--- src/rtl/ts_word_serializer.sv ---
// Wide-word to byte-stream unpacker for the DDR read path: gates TS packets
// to PKT_LEN bytes, drops pre-sync bytes, flags runt packets.
module ts_word_serializer #(
  parameter int unsigned WORD_BYTES = 64,
  parameter int unsigned PKT_LEN    = 188,
  parameter int unsigned CNT_W      = 8,
  parameter int unsigned DROP_W     = 16
) (
  input  logic                  clk,
  input  logic                  rst,
  input  logic [WORD_BYTES*8:0] din,
  input  logic                  din_valid,
  output logic                  din_ready,
  output logic [8:0]            dout,
  output logic                  dout_valid,
  input  logic                  dout_ready,
  output logic                  runt_pulse,
  output logic [DROP_W-1:0]     drop_cnt,
  output logic                  synced
);

  localparam int unsigned WB    = WORD_BYTES * 8;
  localparam int unsigned IDX_W = $clog2(WORD_BYTES);
  localparam logic [IDX_W-1:0] LAST_IDX  = IDX_W'(WORD_BYTES - 1);
  localparam logic [CNT_W-1:0] PKT_LEN_C = CNT_W'(PKT_LEN);

  typedef enum logic {
    IDLE,
    UNPACK
  } state_e;

  state_e            state_q;
  logic [WB:0]       buf_q;
  logic [IDX_W-1:0]  idx_q;
  logic [CNT_W-1:0]  pkt_cnt_q;
  logic [8:0]        dout_q;
  logic              dout_valid_q;
  logic              runt_q;
  logic [DROP_W-1:0] drop_cnt_q;
  logic              synced_q;

  logic [7:0] word_bytes [WORD_BYTES];
  logic [7:0] cur_byte;
  logic       cur_sop;
  logic       pkt_short;
  logic       keep;
  logic       advance;
  logic       last_idx;
  logic       accept;

  // Byte 0 sits in the most significant byte lane of the word
  for (genvar i = 0; i < int'(WORD_BYTES); i++) begin : g_lane
    assign word_bytes[i] = buf_q[WB-1-8*i -: 8];
  end

  always_comb begin
    cur_byte  = word_bytes[idx_q];
    cur_sop   = buf_q[WB] && (idx_q == '0);
    pkt_short = pkt_cnt_q < PKT_LEN_C;
    keep      = cur_sop || (synced_q && pkt_short);
    advance   = (state_q == UNPACK) && (!dout_valid_q || dout_ready);
    last_idx  = idx_q == LAST_IDX;
    din_ready = (state_q == IDLE) || (advance && last_idx);
    accept    = din_valid && din_ready;
  end

  always_ff @(posedge clk or posedge rst) begin
    if (rst) begin
      state_q      <= IDLE;
      buf_q        <= '0;
      idx_q        <= '0;
      pkt_cnt_q    <= '0;
      dout_q       <= '0;
      dout_valid_q <= 1'b0;
      runt_q       <= 1'b0;
      drop_cnt_q   <= '0;
      synced_q     <= 1'b0;
    end else begin
      runt_q <= 1'b0;
      if (accept) begin
        buf_q <= din;
      end
      case (state_q)
        IDLE: begin
          if (dout_valid_q && dout_ready) begin
            dout_valid_q <= 1'b0;
          end
          if (accept) begin
            state_q <= UNPACK;
            idx_q   <= '0;
          end
        end
        UNPACK: begin
          if (advance) begin
            // Index wraps to 0 at the last lane; a new word loads the same cycle
            idx_q <= idx_q + IDX_W'(1);
            if (last_idx && !din_valid) begin
              state_q <= IDLE;
            end
            if (cur_sop) begin
              synced_q  <= 1'b1;
              pkt_cnt_q <= CNT_W'(1);
              runt_q    <= synced_q && pkt_short;
            end else if (keep) begin
              pkt_cnt_q <= pkt_cnt_q + CNT_W'(1);
            end
            if (keep) begin
              dout_q       <= {cur_sop, cur_byte};
              dout_valid_q <= 1'b1;
            end else begin
              dout_valid_q <= 1'b0;
              if (drop_cnt_q != '1) begin
                drop_cnt_q <= drop_cnt_q + DROP_W'(1);
              end
            end
          end
        end
        default: state_q <= IDLE;
      endcase
    end
  end

  assign dout       = dout_q;
  assign dout_valid = dout_valid_q;
  assign runt_pulse = runt_q;
  assign drop_cnt   = drop_cnt_q;
  assign synced     = synced_q;

endmodule

--- config.mk ---
export PLATFORM = sky130hd
export DESIGN_NAME = ts_word_serializer
export DESIGN_NICKNAME = d
export VERILOG_FILES = /design/src/rtl/ts_word_serializer.sv
export SDC_FILE = /design/constraint.sdc
export NUM_CORES = 1
export LEC_CHECK = 0
export ABC_CLOCK_PERIOD_IN_PS = 46000
export CAP_MARGIN = 20
export CORE_ASPECT_RATIO = 0.9
export CORE_UTILIZATION = 55
export CTS_CLUSTER_DIAMETER = 60
export DETAILED_ROUTE_END_ITERATION = 8
export HOLD_SLACK_MARGIN = 0.08
export PLACE_DENSITY_LB_ADDON = 0.15
export REMOVE_ABC_BUFFERS = 1
export SLEW_MARGIN = 5
export SYNTH_ARGS = -nofsm -noshare
export SYNTH_HDL_FRONTEND = slang
export SYNTH_SLANG_ARGS = --single-unit
export TNS_END_PERCENT = 50
--- constraint.sdc ---
create_clock -name clk -period 46 [get_ports clk]
set_input_delay 9.2 -clock clk [delete_from_list [all_inputs] [get_ports clk]]
set_output_delay 9.2 -clock clk [all_outputs]
set_load 0.02 [all_outputs]
==> results of run 1 <==
report_power, final:
part	internal (mW)	switching [mW]	leakage (nW)
sequential	0.555	0.0653	6.90
combinational	0.246	0.212	6.37
clock	0.325	0.200	1.06
worst max-delay path, cell delays in order:
cell             delay, ps
clkdlybuf4s50_1        450
nand2b_1               230
nand2_4                140
o31ai_4                420
clkdlybuf4s50_1        710
per-stage QoR:
step / instance area [um^2] / hold slack (ps)
final: 33200 / 484
after global routing: 33200 / 501
after CTS: 33100 / 488
after detailed placement: 30900 / 475
after global placement: 30900 / 468
after floorplan: 24500 / 456
placed cells by master, fill, tap and decap left out, types with 2 or more instances in the layout:
master	n
dfrtp_1	553
clkdlybuf4s50_1	545
mux2_1	470
mux4_2	128
nand2_1	78
clkbuf_16	59
mux2_2	52
mux2i_1	42
diode_2	31
buf_4	18
o2111ai_1	16
xnor2_1	15
nand3_1	14
bufinv_16	13
clkinv_2	12
clkbuf_8	10
o211ai_1	9
clkbuf_1	9
nand4_1	8
a21oi_1	8
a22oi_1	8
a32oi_1	8
and3_1	6
o31ai_1	6
inv_1	5
o21ai_0	5
or4_1	5
nor2_1	4
ha_1	4
clkinvlp_4	4
nand2b_1	3
and4_1	3
dfrtp_4	3
and2_1	2
nor2_2	2
or3_1	2
clkinv_8	2
buf_16	2
worst max-delay path by stage:
stage                from        end  slack, ps  depth (start not counted)
2_1_floorplan         rst   buf_q[0]      21250                          1
3_3_place_gp   dout_ready  din_ready      25670                          5
3_5_place_dp   dout_ready  din_ready      25660                          5
4_1_cts        dout_ready  din_ready      25650                          5
5_1_grt        dout_ready  din_ready      25560                          5
6_report       dout_ready  din_ready      25640                          5
routing by layer:
metal | GRT usage | vias to the layer above
li1 | - | 7005
met1 | 0.366 | 8220
met2 | 0.463 | 463
met3 | 0.0752 | 133
met4 | 0.134 | 8
met5 | 0 | -
flip-flops by register name, indices dropped and copies added (netlist names), 6 cells and up:
register   flops
idx_q          6
buf_q        513
dout           9
drop_cnt      16
pkt_cnt_q      8
cells by family (layout without fill, tap and decap cells):
| group | count (synthesis) | in the layout |
|---|---|---|
| multiplexers | 692 | 692 |
| AND/OR/NAND/NOR | 136 | 136 |
| buffers and inverters | 114 | 683 |
| flip-flops | 556 | 556 |
| adder cells (fa/ha/maj) | 4 | 4 |
| other | 0 | 31 |
| AO/OA/AOI/OAI | 67 | 67 |
| XOR/XNOR | 16 | 16 |
area by class of cell:
class                           count  area (um^2)  area share
Inverter                            7         33.8     0.00102
Clock buffer                       78         1650      0.0496
Clock inverter                     32          522      0.0157
Antenna cell                       31         77.6     0.00234
Timing Repair Buffer              566         5670       0.171
Sequential cell                   556        13900       0.419
Multi-Input combinational cell    915        10600       0.319
Tap cell                          608          761      0.0229
==> impl_metrics.py, run 1 <==
metrics = {
    "timing": {
        "skew_ps": 22.5,
        "rsz0062_at_grt": "false",
        "finalSetupViolCount": 0,
        "fin_crit_sh": 0.443,
        "fin_setup_tns_ps": 0,
        "tightest_slew_ps": 1110,
        "slew_viol_final": 0,
        "fmax_mhz": 49.1,
        "hold_viol_final": 0,
        "relSlewSlack": 0.257,
        "fin_ws_ps": 25640,
        "min_period_ps": 20360,
    },
    "yosys": {
        "synth_flop_cell": "dfrtp_1",
        "async_flop_share": 1.00,
        "yosys_warnings": 0,
        "synthSimpleGateAreaFrac": 0.0260,
        "netlist_area_um2": 25300,
        "synth_xor_area_frac": 0.00553,
        "synth.area.mux_share": 0.362,
        "synth-edff-count": 0,
        "yosys-top-cells-count": "dfrtp_1, mux2_1, mux4_2",
        "synth_fa_ha_area_frac": 0.00197,
        "synth_compound_area_frac": 0.0203,
        "netlist_instances": 1585,
        "ys_types": 49,
        "synth_seq_cells": 556,
        "yosysTopAreaCell": "dfrtp_1",
        "yosysTopAreaCellShare": 0.549,
        "seq_area_frac_synth": 0.549,
        "avgSynthCellArea_um2": 16.0,
        "synth.most_common_cell": "dfrtp_1",
        "synth_top_family_by_area": "multiplexers",
        "yosys-top-cells-area": "dfrtp_1, mux2_1, mux4_2",
    },
    "power": {
        "p_total_mw": 1.60,
        "ir_drop_uv": 31.8,
        "p_leak_nw": 14.3,
        "power.density_nw_per_um2": 48.3,
    },
    "place": {
        "routabilityCongestion": 0.825,
        "pre_cts_ws_ps": 25660,
        "place_inst": 2650,
        "dp_hpwl_um": 46300,
        "io_buffer_count": 545,
    },
    "drt": {
        "drtAntennaViolNets": 0,
        "met1Wirelength_um": 26600,
        "drt-total-wl_um": 66600,
        "routedWlPerCell_um": 23.8,
        "dr.pass1.iters": 5,
        "met2WireLength_um": 32900,
        "met3_length_um": 4460,
        "remaining_drc_errors": 0,
        "avgViaCountPerCell": 5.67,
        "maxUsedRoutingLayer": "met5",
        "first_iter_violations": 912,
        "vias": 15829,
    },
    "layout": {
        "utilization": 0.731,
        "areaGrowthSynthToFinish_pct": 31.0,
        "drive_above_1_share": 0.147,
        "fin_cells": 2793,
        "nets": 2625,
        "fillers": 2974,
    },
    "floorplan": {
        "core-area_um2": 45500,
        "num_rows": 74,
        "dieHeight_um": 206,
        "die_w_um": 228,
        "fp.dieArea_um2": 46900,
        "ios": 546,
        "start_util": 0.557,
    },
    "clock_network": {
        "cts_root_buf": "clkbuf_16",
        "post_cts_buffers": 0,
        "htree_levels": 2,
        "cts.sinks": 556,
        "cts_made_buffers": 58,
        "cts_hold_buf": 0,
        "cts.repair.resized": 0,
        "clock_path_buffers": 3,
        "cts.clk_slew.worst_paths_ps": 60,
        "worstSkewPairLatency_ps": 620,
        "cts_tree": "yes",
    },
    "grt": {
        "grt_start_max_net_pins": 190,
        "groute.usage.overall": 0.287,
        "grt_pass1_wl_um": 101000,
        "grt_antenna_before_repair": 33,
        "overflow": 0,
        "grt_pass1_vias": 17239,
    },
    "worst_setup_path": {
        "reg2reg_slack_ps": 41980,
        "crit_path_end_kind": "output port",
        "worstSetupPathType": "primary input to output port",
        "reg2reg_to": "buf_q[133]",
        "critPathLaunchType": "primary input",
        "cp.required_ps": 36800,
        "r2r_cells": 8,
        "reg2reg_from": "idx_q[0]",
        "arrival_ps": 11160,
        "crit_fanout": 10,
    },
    "min_path": {
        "hp-start": "buf_q[453]",
        "min_to": "buf_q[453]",
        "hp-class": "flip-flop to flip-flop",
        "worstHoldPathCells": 1,
    },
    "run": {
        "maxCapViolCount": 0,
    },
    "status": {
        "outcome": "finished clean",
    },
}
Note: power is estimated with default switching activity, not from simulation.
==> run 2, diff against run 1 <==
Settings changed: ABC_CLOCK_PERIOD_IN_PS 46000 to 17680, CORE_UTILIZATION 55 to 46.
Clock period 46 ns to 17.68 ns, I/O delays scaled along.
==> run 2 against run 1 <==
Final cell count increased by 2.9%; power increased to 2.5 times the previous value; global-route usage decreased by 4.2 points; worst hold slack improved by 0.98 ps; clock power increased by 130%; clock skew decreased by 5.1 ps; core utilization decreased by 12 points; critical path depth unchanged; count of clock-buffer cells in the layout increased by 16; cell area decreased by 0.64%; first-iteration DRC count increased by 14%; routed wire length increased by 2.0%; largest power group unchanged; highest routed layer unchanged.
==> impl_metrics.py, run 2 (synthesis results as in run 1) <==
metrics = {
    "power": {
        "p_clk_frac": 0.299,
        "power_frac_comb": 0.298,
        "ir_drop_uv": 92.0,
        "switchingPower_mw": 1.24,
        "sw_frac_of_total": 0.307,
        "p_total_mw": 4.02,
        "p_seq_frac": 0.403,
        "p_leak_nw": 14.2,
        "power.density_nw_per_um2": 122,
        "p_int_mw": 2.78,
    },
    "layout": {
        "utilization": 0.606,
        "largest-register": "buf_q",
        "drive_above_1_share": 0.138,
        "areaGrowthSynthToFinish_pct": 30.2,
        "nets": 2624,
        "seqCellArea_um2": 13900,
        "multi_input_area_um2": 10600,
        "final_common_cell": "dfrtp_1",
        "fillers": 4226,
        "final_cell_mix": "dfrtp_1, clkdlybuf4s50_1, mux2_1, mux4_2, nand2_1",
        "largest_reg_flops": 513,
    },
    "drt": {
        "drt-total-wl_um": 67900,
        "routedWlPerCell_um": 23.6,
        "dr.pass1.iters": 5,
        "remaining_drc_errors": 0,
        "first_iter_violations": 1036,
        "vias": 15701,
        "avgViaCountPerCell": 5.46,
        "drtAntennaViolNets": 0,
    },
    "worst_setup_path": {
        "cp.required_ps": 14140,
        "crit_path_end_kind": "output port",
        "reg2reg_from": "idx_q[0]",
        "arrival_ps": 5540,
        "worstSetupPathType": "primary input to output port",
        "critPathLaunch": "dout_ready",
        "critPathLaunchType": "primary input",
        "crit_fanout": 10,
    },
    "timing": {
        "finalSetupViolCount": 0,
        "fmax_mhz": 110,
        "tightest_slew_ps": 1250,
        "min_period_ps": 9070,
        "slew_viol_final": 0,
        "rsz0062_at_grt": "false",
        "relSlewSlack": 0.164,
        "fin_crit_sh": 0.513,
        "skew_ps": 17.4,
        "hold_viol_final": 0,
    },
    "grt": {
        "grt_start_max_net_pins": 201,
        "grt_pass1_vias": 17099,
        "overflow": 0,
        "grt_pass1_wl_um": 104000,
        "groute.usage.overall": 0.245,
        "grt_antenna_before_repair": 34,
    },
    "floorplan": {
        "start_util": 0.466,
        "fp.dieArea_um2": 56000,
        "die_w_um": 249,
        "core-area_um2": 54400,
        "num_rows": 81,
        "dieHeight_um": 225,
        "ios": 546,
    },
    "min_path": {
        "hp-class": "flip-flop to flip-flop",
        "hp-start": "buf_q[371]",
    },
    "place": {
        "dp_hpwl_um": 47000,
        "routabilityCongestion": 0.819,
        "io_buffer_count": 545,
    },
    "clock_network": {
        "cts_hold_buf": 0,
        "cts_tree": "yes",
        "htree_levels": 2,
        "worstSkewPairLatency_ps": 610,
        "cts_made_buffers": 59,
        "clock_path_buffers": 3,
        "cts.sinks": 556,
        "post_cts_buffers": 0,
        "cts.repair.resized": 0,
        "cts.clk_slew.worst_paths_ps": 60,
        "cts_root_buf": "clkbuf_16",
    },
    "status": {
        "outcome": "finished clean",
    },
    "run": {
        "maxCapViolCount": 0,
    },
}
==> run 2: metal layers <==
| layer | up-vias | share of wire | track usage |
|---|---|---|---|
| li1 | 6969 | - | - |
| met1 | 8149 | 0.42 | 0.316 |
| met2 | 429 | 0.49 | 0.393 |
| met3 | 134 | 0.067 | 0.0675 |
| met4 | 20 | 0.030 | 0.0964 |
| met5 | - | 0.0019 | 0 |
==> run 2: cell type report <==
| class | instances | share of cell area |
|---|---|---|
| diodes | 25 | 0.00190 |
| clock buffers | 94 | 0.0540 |
| clock inverters | 9 | 0.00224 |
| inverters | 7 | 0.00102 |
| multi-input cells | 915 | 0.321 |
| flip-flops and latches | 556 | 0.422 |
| well taps | 705 | 0.0267 |
| repair buffers | 564 | 0.171 |
==> run 2: metrics by stage <==
step	area (um^2)	hold WS [ps]	setup TNS, ps	setup WS (ps)	std cells
2_1_floorplan	24500	456	-780280	-1400	1478
3_5_place_dp	31100	476	0	8630	2746
6_report	33000	485	0	8610	2875
4_1_cts	32900	489	0	8610	2849
5_1_grt	33000	496	0	8550	2871
3_3_place_gp	31100	466	0	8630	2746
==> run 2: path summary, 6_finish.rpt <==
path / cells after the start / end / slack (ps)
hold / removal: 1 / buf_q[371] / 490
min in group asynchronous: 2 / buf_q[91] / 3480
setup / recovery: 5 / din_ready / 8610
hold reg to reg: 1 / buf_q[371] / 490
setup reg to reg: 7 / buf_q[108] / 13160
max in group asynchronous: 4 / buf_q[500] / 12240
==> run 2: power by group through the flow <==
stage	Clock [mW]	Combinational, mW	Sequential [mW]
finish	1.20	1.20	1.62
global route	1.28	1.30	1.65
CTS	1.23	1.22	1.62
detailed placement	0	1.21	1.65
global placement	0	1.20	1.64
floorplan	0	0.775	1.69
==> run 2: critical path: stages <==
cell and delay (ps):
clkdlybuf4s50_1 450, nand2b_1 240, nand2_4 150, o31ai_4 420, clkdlybuf4s50_1 730
